**config.mk**
```make
export PLATFORM = sky130hd
export DESIGN_NAME = filter_ctrl
export DESIGN_NICKNAME = d
export VERILOG_FILES = /design/src/rtl/filter_ctrl.sv
export SDC_FILE = /design/constraint.sdc
export NUM_CORES = 1
export LEC_CHECK = 0
export ABC_CLOCK_PERIOD_IN_PS = 2600
export BUFFER_PORTS_ARGS = -buffer_cell sky130_fd_sc_hd__buf_2
export CAP_MARGIN = 20
export CORE_MARGIN = 5
export CORE_UTILIZATION = 45
export CTS_CLUSTER_DIAMETER = 50
export DETAILED_ROUTE_END_ITERATION = 6
export HOLD_SLACK_MARGIN = 0.06
export MAX_ROUTING_LAYER = met4
export REMOVE_ABC_BUFFERS = 1
export SYNTH_ARGS = -nofsm -noshare
export SYNTH_HDL_FRONTEND = slang
export SYNTH_SLANG_ARGS = --single-unit
export TNS_END_PERCENT = 20
```
**constraint.sdc**
```tcl
create_clock -name clk -period 2.6 [get_ports clk]
set_input_delay 0.26 -clock clk [delete_from_list [all_inputs] [get_ports clk]]
set_output_delay 0.26 -clock clk [all_outputs]
set_load 0.02 [all_outputs]
```
**src/rtl/filter_ctrl.sv**
```systemverilog
// Kernel-select controller: debounced next/prev buttons pick one of four 3x3 kernels,
// which are streamed to the filter at frame start. Optional FILTER_CTRL_FRAME_CNT_EN adds frame_cnt.

module filter_ctrl_debounce #(
  parameter int CYC = 1000000
) (
  input  logic clk,
  input  logic rst,
  input  logic d_i,
  output logic press_o
);
  localparam int CW = (CYC > 2) ? $clog2(CYC) : 1;
  localparam logic [CW-1:0] LAST = CW'(CYC - 1);

  logic [CW-1:0] cnt_q, cnt_d;
  logic          lvl_q, lvl_d;
  logic          press_q, press_d;

  // The accepted level flips only after CYC consecutive cycles disagreeing with it;
  // only the low->high flip emits a press.
  always_comb begin
    cnt_d   = cnt_q;
    lvl_d   = lvl_q;
    press_d = 1'b0;
    if (d_i == lvl_q) begin
      cnt_d = '0;
    end else if (cnt_q == LAST) begin
      cnt_d   = '0;
      lvl_d   = d_i;
      press_d = d_i;
    end else begin
      cnt_d = cnt_q + 1'b1;
    end
  end

  always_ff @(posedge clk or posedge rst) begin
    if (rst) begin
      cnt_q   <= '0;
      lvl_q   <= 1'b0;
      press_q <= 1'b0;
    end else begin
      cnt_q   <= cnt_d;
      lvl_q   <= lvl_d;
      press_q <= press_d;
    end
  end

  assign press_o = press_q;
endmodule

module filter_ctrl #(
  parameter int DEBOUNCE_CYCLES = 1000000,
  parameter int NUM_KERNELS     = 4
) (
  input  logic        clk,
  input  logic        rst,
  input  logic        bt_next,
  input  logic        bt_prev,
  input  logic        bypass_sw,
  input  logic        vs_i,
  input  logic        coef_ready,
  output logic        coef_we,
  output logic [3:0]  coef_addr,
  output logic [7:0]  coef_data,
  output logic [1:0]  active_kernel,
  output logic        cfg_apply,
  output logic        busy,
  output logic        bypass_o
`ifdef FILTER_CTRL_FRAME_CNT_EN
  ,
  output logic [15:0] frame_cnt
`endif
);
  typedef enum logic [1:0] {IDLE, ARMED, LOAD, COMMIT} state_t;

  state_t      state_q, state_d;
  logic [2:0]  sync1_q, sync2_q;
  logic [1:0]  press;
  logic        vs_q, vs_rise;
  logic [1:0]  pend_q, pend_d;
  logic [1:0]  active_q, active_d;
  logic [1:0]  idx_q, idx_d;
  logic [3:0]  tap_q, tap_d;
  logic        init_q, init_d;
  logic        byp_q;

  function automatic logic [7:0] coef_lut(input logic [1:0] k, input logic [3:0] t);
    logic [7:0] c;
    case (k)
      2'd0:    c = (t == 4'd4) ? 8'd16 : 8'd0;
      2'd1:    c = (t == 4'd4) ? 8'd4 : (t[0] ? 8'd2 : 8'd1);
      2'd2:    c = (t == 4'd4) ? 8'h50 : (t[0] ? 8'hF0 : 8'h00);
      default: c = (t == 4'd4) ? 8'hC0 : (t[0] ? 8'h10 : 8'h00);
    endcase
    return c;
  endfunction

  always_ff @(posedge clk or posedge rst) begin
    if (rst) begin
      sync1_q <= '0;
      sync2_q <= '0;
      vs_q    <= 1'b0;
    end else begin
      sync1_q <= {bypass_sw, bt_prev, bt_next};
      sync2_q <= sync1_q;
      vs_q    <= vs_i;
    end
  end

  assign vs_rise = vs_i & ~vs_q;

  for (genvar g = 0; g < 2; g++) begin : g_db
    filter_ctrl_debounce #(.CYC(DEBOUNCE_CYCLES)) u_db (
      .clk    (clk),
      .rst    (rst),
      .d_i    (sync2_q[g]),
      .press_o(press[g])
    );
  end

  // press[0] = next, press[1] = prev; simultaneous presses cancel.
  always_comb begin
    pend_d = pend_q;
    case (press)
      2'b01:   pend_d = pend_q + 2'd1;
      2'b10:   pend_d = pend_q - 2'd1;
      default: pend_d = pend_q;
    endcase
  end

  always_comb begin
    state_d   = state_q;
    idx_d     = idx_q;
    tap_d     = tap_q;
    active_d  = active_q;
    init_d    = init_q;
    coef_we   = 1'b0;
    coef_addr = 4'd0;
    coef_data = 8'd0;
    cfg_apply = 1'b0;
    busy      = 1'b0;
    case (state_q)
      IDLE: begin
        if (pend_q != active_q || init_q) state_d = ARMED;
      end
      ARMED: begin
        busy = 1'b1;
        if (vs_rise) begin
          state_d = LOAD;
          idx_d   = pend_q;
          tap_d   = 4'd0;
        end
      end
      LOAD: begin
        busy      = 1'b1;
        coef_we   = 1'b1;
        coef_addr = tap_q;
        coef_data = coef_lut(idx_q, tap_q);
        if (coef_ready) begin
          if (tap_q == 4'd8) state_d = COMMIT;
          else               tap_d   = tap_q + 4'd1;
        end
      end
      default: begin
        busy      = 1'b1;
        cfg_apply = 1'b1;
        active_d  = idx_q;
        init_d    = 1'b0;
        tap_d     = 4'd0;
        state_d   = IDLE;
      end
    endcase
  end

  always_ff @(posedge clk or posedge rst) begin
    if (rst) begin
      state_q  <= IDLE;
      pend_q   <= 2'd0;
      active_q <= 2'd0;
      idx_q    <= 2'd0;
      tap_q    <= 4'd0;
      init_q   <= 1'b1;
      byp_q    <= 1'b0;
    end else begin
      state_q  <= state_d;
      pend_q   <= pend_d;
      active_q <= active_d;
      idx_q    <= idx_d;
      tap_q    <= tap_d;
      init_q   <= init_d;
      if (vs_rise) byp_q <= sync2_q[2];
    end
  end

  assign active_kernel = active_q;
  assign bypass_o      = byp_q;

`ifdef FILTER_CTRL_FRAME_CNT_EN
  logic [15:0] frame_q;
  always_ff @(posedge clk or posedge rst) begin
    if (rst)          frame_q <= 16'd0;
    else if (vs_rise) frame_q <= frame_q + 16'd1;
  end
  assign frame_cnt = frame_q;
`endif
endmodule
```
==> run summary <==
POWER AND IR DROP
--------------------------------------------------------------------------------------------------------
Leakage power figure ......................................................................   0.00166 uW
Cell area power density ...................................................................  650 nW/um^2
Peak VDD IR ...............................................................................       291 uV
Total chip power ..........................................................................      2440 uW

CLOCK NETWORK
--------------------------------------------------------------------------------------------------------
Post_cts resized ..........................................................................            0
Root buffer cell .......................................................................... sky130_fd_sc_hd__clkbuf_8
CTS H-Tree Depth ..........................................................................            3
Maximum count of clock buffers along a single path ........................................            2
TritonCTS clock tree ......................................................................        built
TritonCTS buffer count ....................................................................            9
Post-CTS clock slew at the launch and capture registers of the worst setup and hold paths .        80 ps
Source-to-sink clock delay at the later pin of the worst-skew pair ........................       350 ps
Number of sinks handled by clock tree synthesis ...........................................           65

RUN
--------------------------------------------------------------------------------------------------------
Max-cap check violation count .............................................................            0

WORST SETUP PATH
--------------------------------------------------------------------------------------------------------
CP cell instances ......................................................................... inv_1 > ha_1 > nand3b_1 > nor3_1 > buf_2
Type of element launching the critical path ...............................................     register
Start point of the critical path .......................................................... state_q[0]$_DFFE_PP0P_
CP Data Required Time .....................................................................      2340 ps
Internal reg-to-reg setup slack ...........................................................       630 ps
FF-to-FF path depth .......................................................................            6
Data arrival, critical path ...............................................................      1870 ps
Type of the setup path with the least slack ...............................................      reg2out
Type of destination of the critical path ..................................................  output port
Cell at the slowest stage of the critical path ............................................ sky130_fd_sc_hd__ha_1
FF-to-FF Start ............................................................................ state_q[0]$_DFFE_PP0P_
Crit Reg-Reg Endpoint ..................................................................... tap_q[3]$_DFFE_PP0P_
Largest driver fanout on the critical path ................................................           15
Maximum cell stage delay along the critical path ..........................................       450 ps

HOLD PATH
--------------------------------------------------------------------------------------------------------
Worst min-delay path category .............................................................     in2async

TIMING
--------------------------------------------------------------------------------------------------------
Top achievable clock speed ................................................................    0.469 GHz
Shortest period the worst path allows .....................................................      2130 ps
Remaining max-slew budget at the tightest pin .............................................        46.5%
Final setup violation count ...............................................................            0
Clock skew after layout ...................................................................      11.0 ps
Setup TNS after final layout ..............................................................         0 ps
Final period util .........................................................................        81.9%
Number of slew-limit violations in the final report .......................................            0
Count of endpoints failing hold in the final timing report ................................            0
Measured slew at the worst slew-check pin .................................................       802 ps
Setup repair after global routing missed its margin .......................................           no

GLOBAL ROUTE
--------------------------------------------------------------------------------------------------------
Initial antenna violation count ...........................................................            0
Wire length of the first global-routing pass ..............................................     10900 um
Total global routing overflow .............................................................            0
Number of global-route vias before repair .................................................         2371
GRT Total Usage ...........................................................................        15.7%
Pin count of the biggest net entering global routing ......................................           66

DRT
--------------------------------------------------------------------------------------------------------
Iteration-0 DRC Markers ...................................................................          121
Vias per inst .............................................................................         5.25
Routed len/inst ...........................................................................      13.3 um
Final Routed Wirelength ...................................................................      6160 um
Total iterations of the first detailed-routing run ........................................            4
Routed vias ...............................................................................         2426
Residual DRC count ........................................................................            0
ANT nets after route ......................................................................            0

FINAL LAYOUT
--------------------------------------------------------------------------------------------------------
Final #Nets ...............................................................................          374
Area growth from synthesis to layout ......................................................        14.6%
Number of antenna diodes ..................................................................            0
Fraction of layout cells with a size suffix above 1 .......................................        17.1%
Commonest non-fill, non-tap cell in the layout ............................................ sky130_fd_sc_hd__dfrtp_1
Highest-count cells in the layout ignoring fill and taps .................................. sky130_fd_sc_hd__dfrtp_1 (64), sky130_fd_sc_hd__nor2_1 (33), sky130_fd_sc_hd__buf_2 (23)

LOGIC SYNTHESIS
--------------------------------------------------------------------------------------------------------
Library cell occupying the most area in the post-synthesis netlist ........................ sky130_fd_sc_hd__dfrtp_1
Count of state elements after synthesis ...................................................           65
Cell types with the largest area share after synthesis .................................... sky130_fd_sc_hd__dfrtp_1 (49%), sky130_fd_sc_hd__xor2_1 (4.8%), sky130_fd_sc_hd__nor2_1 (3.8%)
Share of Yosys cell area claimed by the top area cell type ................................        48.9%
Most instantiated flip-flop cell in the synthesis netlist ................................. sky130_fd_sc_hd__dfrtp_1
Yosys warning total .......................................................................            0
Fraction of registers with async set or reset after synthesis .............................         100%
Sequential fraction of the synthesis area .................................................        49.7%
Count of flip-flops with a built-in enable after synthesis ................................            0
Distinct cell type count of the synthesized netlist .......................................           47
Total standard cell area after synthesis ..................................................    3270 um^2
Average size of a mapped cell .............................................................    10.0 um^2
Syn Inst Count ............................................................................          326

FLOORPLANNING
--------------------------------------------------------------------------------------------------------
Cell Rows .................................................................................           31
Initial cell density of the core ..........................................................        45.6%
Chip Height ...............................................................................      95.3 um
Die span in x .............................................................................      95.3 um
Placeable core area .......................................................................    7180 um^2
Top-level I/O count .......................................................................           25
Die area ..................................................................................    9080 um^2

PLACE
--------------------------------------------------------------------------------------------------------
Number of port buffers ....................................................................           23
GPL Wtd Cong ..............................................................................        0.806
HPWL after detailed placement .............................................................      4130 um

STATUS
--------------------------------------------------------------------------------------------------------
Result of the run ......................................................................... complete, no violations

-- repair_timing --
item / CTS / global route
hold buffers: 4 / 0
setup buffers: 0 / 0
setup endpoints to repair: 0 / 0
hold endpoints to repair: 4 / 0
-- layer usage --
metal | vias up | track usage [%] | part of all wire, %
met4 | 0 | 6.13 | 1.4
met1 | 1162 | 20.9 | 49
met5 | - | - | 0
met2 | 34 | 23.0 | 46
li1 | 1219 | - | -
met3 | 11 | 4.26 | 3.4
-- worst max-delay path by stage --
stage,end,depth (start not counted)
after CTS,coef_data[0],5
after global placement,tap_q[3]$_DFFE_PP0P_,6
final,coef_data[1],5
after detailed placement,tap_q[3]$_DFFE_PP0P_,6
after global routing,coef_data[1],5
after floorplan,g_db[0].u_db.cnt_q[10]$_DFF_PP0_,3
-- synthesized netlist by cell type, drive strengths merged, types with 5 or more instances --
cell type  instances
a21oi             15
and2               5
and3               7
clkbuf             6
dfrtp             64
ha                 9
inv               15
mux2               8
nand2             17
nand3             18
nand4             14
nand4b             5
nor2              33
nor3               9
nor4               6
o21ai             14
or3               10
xnor2             14
xor2              18
-- report_power, final --
| group | leakage (uW) | switching [uW] | internal (uW) |
|---|---|---|---|
| Combinational | 0.000689 | 274 | 177 |
| Sequential | 0.000876 | 48.1 | 1050 |
| Clock | 0.0000949 | 416 | 470 |
-- logic make-up (layout without fill, tap and decap cells) --
group	Yosys count	count (layout)	synth area share [%]
multiplexers	9	9	3.06
AO/OA/AOI/OAI	39	39	6.80
flip-flops	65	65	49.7
other	1	1	0.115
AND/OR/NAND/NOR	146	146	25.3
adder cells (fa/ha/maj)	9	9	3.44
XOR/XNOR	32	32	8.56
buffers and inverters	25	62	3.06
-- sequential cells by signal, summed over array words and instances, names as in the netlist --
name and count:
state_q 2, tap_q 4, sync1_q 3, pend_q 2, bypass_o 1, vs_q 1
idx_q 2, g_db.u_db.press_o 2, g_db.u_db.lvl_q 2, g_db.u_db.cnt_q 40, active_kernel 2, sync2_q 3
init_q 1
-- cell type report --
| class | count | area, um^2 |
|---|---|---|
| Multi-Input combinational cell | 236 | 1560 |
| Clock inverter | 6 | 66.3 |
| Clock buffer | 10 | 138 |
| Timing Repair Buffer | 31 | 185 |
| Inverter | 15 | 56.3 |
| Sequential cell | 65 | 1630 |
| Fill cell | 669 | 3420 |
| Tap cell | 99 | 124 |
-- metrics by stage --
step                instances  area, um^2  hold slack, ps  util, %  setup slack (ps)
global route              462        3750             218     52.3               256
detailed placement        442        3510             336     48.9               650
CTS                       462        3750             177     52.3               449
global placement          442        3510             335     48.9               729
floorplan                 316        3230             291        -               139
finish                    462        3750             149     52.3               470
-- critical path, delay by kind of cell (launching register included) --
| family | cells | cell delay, ps |
|---|---|---|
| adders and majority gates | 1 | 450 |
| buffers and inverters | 2 | 300 |
| DFF | 1 | 410 |
| and+or+nand+nor | 2 | 360 |
(Power assumes the default switching activity.)
